File: config.mk
export PLATFORM = sky130hd
export DESIGN_NAME = vertex_cl_packer
export DESIGN_NICKNAME = d
export VERILOG_FILES = /design/src/rtl/vertex_cl_packer_pkg.sv /design/src/rtl/vertex_cl_packer.sv
export SDC_FILE = /design/constraint.sdc
export NUM_CORES = 1
export LEC_CHECK = 0
export BUFFER_PORTS_ARGS = -buffer_cell sky130_fd_sc_hd__buf_2
export CAP_MARGIN = 20
export CORE_MARGIN = 2
export CORE_UTILIZATION = 49
export DETAILED_ROUTE_END_ITERATION = 16
export PLACE_DENSITY = 0.81
export RECOVER_POWER = 50
export SLEW_MARGIN = 15
export SYNTH_ARGS = -nofsm -noshare
export SYNTH_HDL_FRONTEND = slang
export SYNTH_SLANG_ARGS = --single-unit
export TNS_END_PERCENT = 100
File: constraint.sdc
create_clock -name clk -period 3.9 [get_ports clk]
set_clock_uncertainty 0.15 [all_clocks]
set_input_delay 0 -clock clk [delete_from_list [all_inputs] [get_ports clk]]
set_output_delay 0 -clock clk [all_outputs]
set_load 0.01 [all_outputs]
File: src/rtl/vertex_cl_packer_pkg.sv
// Shared vertex types and conversions for vertex write-back.
// A vertex packs into the low 50 bits of a 64-bit word; bits 63:50 are zero.
package vertex_cl_packer_pkg;

    localparam int unsigned SLOTS    = 8;
    localparam int unsigned WORD_W   = 64;
    localparam int unsigned VERTEX_W = 50;
    localparam int unsigned LINE_W   = SLOTS * WORD_W;

    typedef struct packed {
        logic [1:0]  kind;
        logic [15:0] edge_ptr;
        logic [31:0] value;
    } vertex_t;

    function automatic vertex_t int64_to_vertex(input logic [WORD_W-1:0] word);
        return vertex_t'(word[VERTEX_W-1:0]);
    endfunction

    function automatic logic [WORD_W-1:0] vertex_to_int64(input vertex_t v);
        return {{(WORD_W - VERTEX_W){1'b0}}, v};
    endfunction

endpackage

File: src/rtl/vertex_cl_packer.sv
// Vertex-to-cacheline packer.
// Gathers vertices whose addresses share a cacheline index into one accumulator and emits
// the line (data, index, slot mask) through a valid/ready output register. A new line index,
// a full accumulator or a flush request causes the accumulator to be emitted.
// Ports:
//   clk, rst_n           clock, asynchronous active-low reset
//   vertex_in/addr       vertex and its address (addr[2:0] = slot, upper bits = line)
//   vertex_valid/ready   input handshake
//   flush                single-cycle request to emit the partial line
//   cl_out/addr/mask     emitted line, line index, written-slot mask
//   cl_valid/ready       output handshake
//   idle                 accumulator empty, no line pending, no flush pending
module vertex_cl_packer
    import vertex_cl_packer_pkg::*;
#(
    parameter int unsigned ADDR_W = 8
) (
    input  logic              clk,
    input  logic              rst_n,
    input  vertex_t           vertex_in,
    input  logic [ADDR_W-1:0] vertex_addr,
    input  logic              vertex_valid,
    output logic              vertex_ready,
    input  logic              flush,
    output logic [511:0]      cl_out,
    output logic [ADDR_W-4:0] cl_addr,
    output logic [7:0]        cl_mask,
    output logic              cl_valid,
    input  logic              cl_ready,
    output logic              idle
);

    typedef enum logic [1:0] {StEmpty, StFill, StFull, StFlush} state_e;

    state_e state_q, state_d;

    logic [WORD_W-1:0] acc_data [SLOTS];
    logic [7:0]        acc_mask_q, acc_mask_d;
    logic [ADDR_W-4:0] acc_line_q, acc_line_d;

    logic [ADDR_W-4:0] line_in;
    logic [2:0]        slot_in;
    logic [7:0]        slot_bit;
    logic              line_match;
    logic              out_free;
    logic              ready_state;
    logic              accept;
    logic              emit;
    logic [LINE_W-1:0] line_packed;

    assign line_in    = vertex_addr[ADDR_W-1:3];
    assign slot_in    = vertex_addr[2:0];
    assign slot_bit   = 8'b1 << slot_in;
    assign line_match = (acc_line_q == line_in);
    assign out_free   = !cl_valid || cl_ready;

    // State register
    always_ff @(posedge clk or negedge rst_n) begin
        if (!rst_n) begin
            state_q <= StEmpty;
        end else begin
            state_q <= state_d;
        end
    end

    // Next state: a new flush request wins; a pending flush holds until the partial
    // line leaves; otherwise the state follows the next accumulator mask.
    always_comb begin
        state_d = state_q;
        if (state_q != StFlush && flush) begin
            state_d = StFlush;
        end else if (state_q == StFlush && acc_mask_q != 8'h00 && !out_free) begin
            state_d = StFlush;
        end else if (acc_mask_d == 8'h00) begin
            state_d = StEmpty;
        end else if (acc_mask_d == 8'hFF) begin
            state_d = StFull;
        end else begin
            state_d = StFill;
        end
    end

    // Outputs: ready never looks at vertex_valid; flush blocks acceptance in its cycle.
    always_comb begin
        ready_state = 1'b0;
        emit        = 1'b0;
        case (state_q)
            StEmpty: ready_state = 1'b1;
            StFill: begin
                ready_state = line_match || out_free;
                emit        = accept && !line_match;
            end
            StFull: begin
                ready_state = out_free;
                emit        = out_free && !flush;
            end
            StFlush: begin
                ready_state = 1'b0;
                emit        = out_free && (acc_mask_q != 8'h00);
            end
            default: begin
                ready_state = 1'b0;
                emit        = 1'b0;
            end
        endcase
    end

    assign vertex_ready = rst_n && !flush && ready_state;
    assign accept       = vertex_valid && vertex_ready;
    assign idle         = (acc_mask_q == 8'h00) && !cl_valid && (state_q != StFlush);

    // Accumulator mask and line: an emit clears, an accepted vertex then adds its slot,
    // so emit-and-reload happens in one edge.
    always_comb begin
        acc_mask_d = acc_mask_q;
        acc_line_d = acc_line_q;
        if (emit) begin
            acc_mask_d = 8'h00;
        end
        if (accept) begin
            acc_mask_d = acc_mask_d | slot_bit;
            acc_line_d = line_in;
        end
    end

    always_ff @(posedge clk or negedge rst_n) begin
        if (!rst_n) begin
            acc_mask_q <= 8'h00;
            acc_line_q <= '0;
        end else begin
            acc_mask_q <= acc_mask_d;
            acc_line_q <= acc_line_d;
        end
    end

    // Slot storage; validity lives in acc_mask so data needs no reset.
    for (genvar i = 0; i < SLOTS; i++) begin : g_slot
        always_ff @(posedge clk) begin
            if (accept && slot_in == 3'(i)) begin
                acc_data[i] <= vertex_to_int64(vertex_in);
            end
        end
    end

    // Unwritten slots go out as zero rather than stale data.
    always_comb begin
        line_packed = '0;
        for (int i = 0; i < SLOTS; i++) begin
            if (acc_mask_q[i]) begin
                line_packed[i*WORD_W +: WORD_W] = acc_data[i];
            end
        end
    end

    // Output register: loads only when out_free, so it is stable while stalled.
    always_ff @(posedge clk or negedge rst_n) begin
        if (!rst_n) begin
            cl_valid <= 1'b0;
            cl_mask  <= 8'h00;
            cl_addr  <= '0;
            cl_out   <= '0;
        end else if (emit) begin
            cl_valid <= 1'b1;
            cl_mask  <= acc_mask_q;
            cl_addr  <= acc_line_q;
            cl_out   <= line_packed;
        end else if (cl_ready) begin
            cl_valid <= 1'b0;
        end
    end

endmodule

## Word-level counts from Yosys, hierarchy flattened

Memory sizes are Yosys's and may differ from the RTL's.
Index checks and enable logic that the tools add are counted.

| word-level totals | value |
|---|---|
| memories | 1 |
| register bits after elaboration | 541 |
| memory bits (writable) | 400 |
| logic and storage cells | 116 |
| output and inout port bits | 528 |
| input bits | 63 |

| cells by class | value |
|---|---|
| mux-type cells | 55 |
| equal/unequal tests | 13 |
| reduce and logical (&&, ||, !) cells | 38 |
| bitwise operators | 1 |
| shifts and indexed selects | 1 |

Memories:

| memory | depth | width | read ports | clocked after memory_dff | wr ports | RTL line | RTL |
|---|---|---|---|---|---|---|---|
| acc_data | 8 | 50 | 8 | 0 | 1 | vertex_cl_packer.sv:37 | `logic [WORD_W-1:0] acc_data [SLOTS];` |

Operator list:

| operator | count |
|---|---|
| 64-bit two-way mux | 8 |
| 50-bit two-way mux | 7 |
| 50-bit OR reduction | 7 |
| 1-bit two-way mux | 25 |
| 3-bit two-way mux | 7 |
| 1-bit logical AND | 19 |
| 8-bit zero test | 2 |
| 8-bit two-way mux | 2 |
| 3-bit == test, second input constant | 4 |
| 8-bit == test, second input constant | 1 |
| 2-bit two-way mux | 4 |
| 8-bit bitwise OR | 1 |
| 8-bit nonzero test | 1 |
| 1-bit by 3-bit << shifter with 8-bit output, first input constant | 1 |
| 3-bit by 2-bit == test with 1-bit output, second input constant | 2 |
| 5-bit == test | 1 |
| 2-bit == test, second input constant | 2 |
| 1-bit zero test | 4 |
| 1-bit one-hot mux with 4 select lines | 1 |
| 3-bit by 1-bit == test with 1-bit output, second input constant | 1 |
| 3-bit zero test | 1 |
| 1-bit one-hot mux with 3 select lines | 1 |
| 2-bit by 1-bit == test with 1-bit output, second input constant | 1 |
| 2-bit zero test | 1 |
| 3 further kinds | 4 |

## Depth between registers and ports, before layout

| depth | value |
|---|---|
| depth after elaboration | 17 |
| mapped depth | 10 |
| depth with buffers taken out | 7 |

## Worst setup path after synthesis

No wires, ideal clock.

| timing path | value |
|---|---|
| path kind | flip-flop to flip-flop |
| from | register cl_valid |
| to | memory acc_data[0][100] (netlist bit) (enable) |
| stages on the path, launching flop included | 7 |
| buffers on the path | 1 |
| data arrival time | 3.599 ns |
| data required time | 3.291 ns |
| clock period less this slack | 4.208 ns |
| path slack | -0.308 ns |
| cells stage by stage | dfrtp_1 -> nor2b_1 -> clkbuf_1 -> o21a_1 -> nor3_4 -> nand2b_1 -> nor2_1 |

| between the ends | value |
|---|---|
| cells in the longest elaborated chain, start to end | 17 |
| elaborated cells on any way between the ends | 51 |
| classes of those cells | 31 x mux; 20 x reduce/logical |

Ends and longest elaborated chain:

| what | RTL line | RTL |
|---|---|---|
| from (decl) | vertex_cl_packer.sv:28 | `output logic cl_valid,` |
| from (signal assigned) | vertex_cl_packer.sv:158 | `cl_valid <= 1'b0;` |
| from (signal assigned) | vertex_cl_packer.sv:163 | `cl_valid <= 1'b1;` |
| from (signal assigned) | vertex_cl_packer.sv:168 | `cl_valid <= 1'b0;` |
| 1-bit zero test (*) | vertex_cl_packer.sv:55 | `assign out_free = !cl_valid \|\| cl_ready;` |
| 1-bit logical OR (*) | vertex_cl_packer.sv:55 |  |
| 1-bit logical OR | vertex_cl_packer.sv:90 | `ready_state = line_match \|\| out_free;` |
| 1-bit one-hot mux with 4 select lines (*) | vertex_cl_packer.sv:87 | `case (state_q)` |
| 1-bit logical AND (*) | vertex_cl_packer.sv:108 | `assign vertex_ready = rst_n && !flush && ready_state;` |
| 1-bit logical AND (*) | vertex_cl_packer.sv:109 | `assign accept = vertex_valid && vertex_ready;` |
| 1-bit logical AND | vertex_cl_packer.sv:139 | `if (accept && slot_in == 3'(i)) begin` |
| 1-bit two-way mux | vertex_cl_packer.sv:139 |  |
| 1-bit two-way mux (implied by the code) | vertex_cl_packer.sv:140 | `acc_data[i] <= vertex_to_int64(vertex_in);` |
| 50-bit OR reduction (no source line) | -- |  |
| 3-bit two-way mux (no source line) or 1-bit two-way mux (tied branches) (7 in a row) | -- |  |
| to (decl) | vertex_cl_packer.sv:37 |  |

Mark *: on every way between the ends. The rest lies on a longest branch, timed or not.

## Final worst setup path

| timing path | value |
|---|---|
| from | register cl_valid |
| to | register state_q[0] |

| between the ends | value |
|---|---|
| cells in the longest elaborated chain, start to end | 16 |
| elaborated cells on any way between the ends | 21 |
| classes of those cells | 1 x eq/ne; 8 x mux; 1 x bitwise; 11 x reduce/logical |

Ends and longest elaborated chain:

| what | RTL line | RTL |
|---|---|---|
| 1-bit zero test (*) | vertex_cl_packer.sv:55 |  |
| 1-bit logical OR (*) | vertex_cl_packer.sv:55 |  |
| 1-bit logical OR | vertex_cl_packer.sv:90 |  |
| 1-bit one-hot mux with 4 select lines | vertex_cl_packer.sv:87 |  |
| 1-bit logical AND | vertex_cl_packer.sv:108 |  |
| 1-bit logical AND | vertex_cl_packer.sv:109 |  |
| 1-bit logical AND | vertex_cl_packer.sv:91 | `emit = accept && !line_match;` |
| 1-bit one-hot mux with 3 select lines | vertex_cl_packer.sv:87 |  |
| [... 2 more ...] | -- |  |
| 8-bit two-way mux (*) | vertex_cl_packer.sv:120 | `if (accept) begin` |
| net acc_mask_d[3] | vertex_cl_packer.sv:38 | `logic [7:0] acc_mask_q, acc_mask_d;` |
| 8-bit == test | vertex_cl_packer.sv:76 | `end else if (acc_mask_d == 8'hFF) begin` |
| 2-bit two-way mux | vertex_cl_packer.sv:76 |  |
| 2-bit two-way mux (*) | vertex_cl_packer.sv:74 | `end else if (acc_mask_d == 8'h00) begin` |
| 2-bit two-way mux (*) | vertex_cl_packer.sv:72 | `end else if (state_q == StFlush && acc_mask_q != 8'h00 && !out_free) begin` |
| 2-bit two-way mux (*) | vertex_cl_packer.sv:70 | `if (state_q != StFlush && flush) begin` |
| net state_d[0] | vertex_cl_packer.sv:35 | `state_e state_q, state_d;` |
| to (signal assigned) | vertex_cl_packer.sv:60 | `state_q <= StEmpty;` |
| to (signal assigned) | vertex_cl_packer.sv:62 | `state_q <= state_d;` |
| to (decl) | vertex_cl_packer.sv:35 |  |

The timed path passes the listed nets; every way through them passes the cells marked *.
A chain may end at the register's enable or synchronous reset.

==> metrics <==
status finished, violations left; failing checks max-capacitance violations, max-slew violations; global route total overflow 0; post-CTS sizing 0; CP Cell Sequence nor2b_1 > o211ai_1 > nand4_1 > o2bb2ai_1 > a2111oi_0 > a41oi_1 > dlygate4sd3_1; Area contributors post-synth edfxtp_1 40%, dfrtp_1 36%, nand2_1 11%; Post-Syn Instances 2410; DIE AREA 63200 um^2; I/O Pins 591; htree depth 3; CP Max Fanout 8; CTS sink cnt 829; via count 20300; DR iter-0 viols 2157; post-synth top area cell edfxtp_1; total CTS buffers 82; total power 22.6 mW; slowest stage delay, CP 0.61 ns; dominant synthesized flop cell dfrtp_1; largest net degree at the start of global routing 200; Pleak 16.2 nW; clock latency on the worst-skew pair 0.62 ns; Top delay family on crit path simple AND/OR/NAND/NOR gates; CTS tree yes; Seq cells post-synth 829; Die Wd 251 um; Worst Reg2Reg Path Length in Cells 7; most frequent cell after synthesis nand2_1; RSZ-0062 raised after global routing no; Post CTS Setup Buffer Count 0; Synth top area share 40.0%; critical path depth 7; GRT Util Overall 25.9%; Worst-path clk slew 0.06 ns; CP Class reg -> reg; Post-Synthesis Cell Area 30000 um^2; setup slack after layout 0.603 ns; CP Capture Type flop; Max rail drop VDD 695 uV; Worst Path Arrival 3.64 ns; Final Hold Viols 0; FFs w/ async S/R, synth 51.7%; Slew Viols, Final 225; DRC errors left 0; initial antenna violation count 2; cts hold-fix bufs 68; vias in the first global route 20200; std cell rows 90; HP Class in -> async; count of cell types in the netlist 40; DRT Pass-1 Iters 7; WP buf/inv 1; Relative slew margins -86.2%; Root Buffer clkbuf_16; Final min period 3.30 ns; DP Wirelength 48700 um; synth warn 0; first-pass GRT wire length 123000 um; WL/cell 21.8 um; maxcap violations 2; Vias/cell 5.37; worst-margin pin slew 2.79 ns; Die Span Y 251 um; Final Setup Violations 0; Routed WL 82400 um; EDFF count, synth 400; setup TNS 0 ns; routability cong. 0.822; slowest stage cell, crit path dlygate4sd3_1; sequential element share of the synthesized area 75.8%; Nets 2995; syn_area_per_cell 12.4 um^2; Layout Utilization 58.9%; CP Launch Type flop; clock buffer depth 3; f_max 0.303 GHz; Initial Utilization 49.6%; CP required 4.25 ns; synth cell count leaders 843 x nand2_1, 429 x dfrtp_1, 405 x nand3_1; Syn-to-layout area delta 18.8%; I/O Buffers 478; Power Density 634 nW/um^2; Final period util 84.5%; layout cells sized above 1 8.50%; pre-CTS setup slack 0.808 ns; Detail Route Antenna Nets 0; Core ar. 60500 um^2
power breakdown:
part	switching, mW	leakage, nW	internal, mW
clock network	3.31	1.34	4.58
registers	0.503	9.53	9.90
logic	3.39	5.29	0.911
state kept, by name (all words and copies together), names as in the netlist:
register and count:
acc_mask_q 8, acc_data 400, cl_out 400, cl_mask 8, acc_line_q 5, cl_valid 1
cl_addr 5, state_q 2
cell usage in the layout (no fill, tap or decap), drive strengths merged, types with 8 or more instances in the layout:
master,count
nand2,843
nor2,12
nand3,405
dlygate4sd3,68
clkinv,29
dfrtp,429
conb,112
edfxtp,400
clkbuf,528
inv,8
buf,97
routing by layer:
| layer | share of wire [%] | GRT usage (%) |
|---|---|---|
| met1 | 37 | 32.5 |
| met2 | 50 | 43.3 |
| met3 | 8.8 | 5.54 |
| met5 | 0 | 0 |
| met4 | 4.3 | 11.8 |
logic make-up (layout without fill, tap and decap cells):
logic type | count (synthesis) | in the layout | synth area share (%)
DFF | 829 | 829 | 75.8
muxes | 5 | 5 | 0.188
other | 1 | 114 | 0.0125
and+or+nand+nor | 1280 | 1280 | 18.0
AOI/OAI and AO/OA | 30 | 30 | 0.805
xor gates and xnor gates | 5 | 5 | 0.146
buffers and inverters | 260 | 738 | 5.05
per-stage QoR:
step / std cells / hold slack, ns / instance area (um^2)
2_1_floorplan: 2521 / -0.446 / 30400
3_3_place_gp: 3562 / 0.124 / 32800
3_5_place_dp: 3562 / 0.119 / 32800
4_1_cts: 3781 / 0.0151 / 36200
5_1_grt: 3781 / 0.0939 / 35600
6_report: 3783 / 0.0278 / 35600
worst reg2reg max path, stage by stage, from the launching register on:
cell and delay [ns]:
dfrtp_1 0.37, nor2b_1 0.53, o211ai_1 0.27, nand4_1 0.55, o2bb2ai_1 0.17, a2111oi_0 0.45
a41oi_1 0.09, dlygate4sd3_1 0.61
path summary, 6_finish.rpt:
check | startpoint | endpoint | slack [ns]
worst max-delay path | cl_valid | state_q[0] | 0.60
worst min-delay path | rst_n | cl_out[284] | 0.03
worst max register to register | cl_valid | state_q[0] | 0.60
worst min register to register | acc_data[1][46] | cl_out[302] | 0.29
max in group asynchronous | rst_n | acc_mask_q[7] | 1.05
min in group clk | vertex_valid | state_q[1] | 0.06
final cells by class:
cell class | count | area, um^2
diodes | 2 | 5.00
clock buffers | 110 | 2300
clock inverters | 41 | 423
fillers | 4743 | 24800
inverters | 4 | 15.0
multi-input cells | 1432 | 6220
flip-flops and latches | 829 | 22800
well taps | 782 | 978
repair buffers | 583 | 2940
No activity file was read; power rests on OpenSTA's default activity.
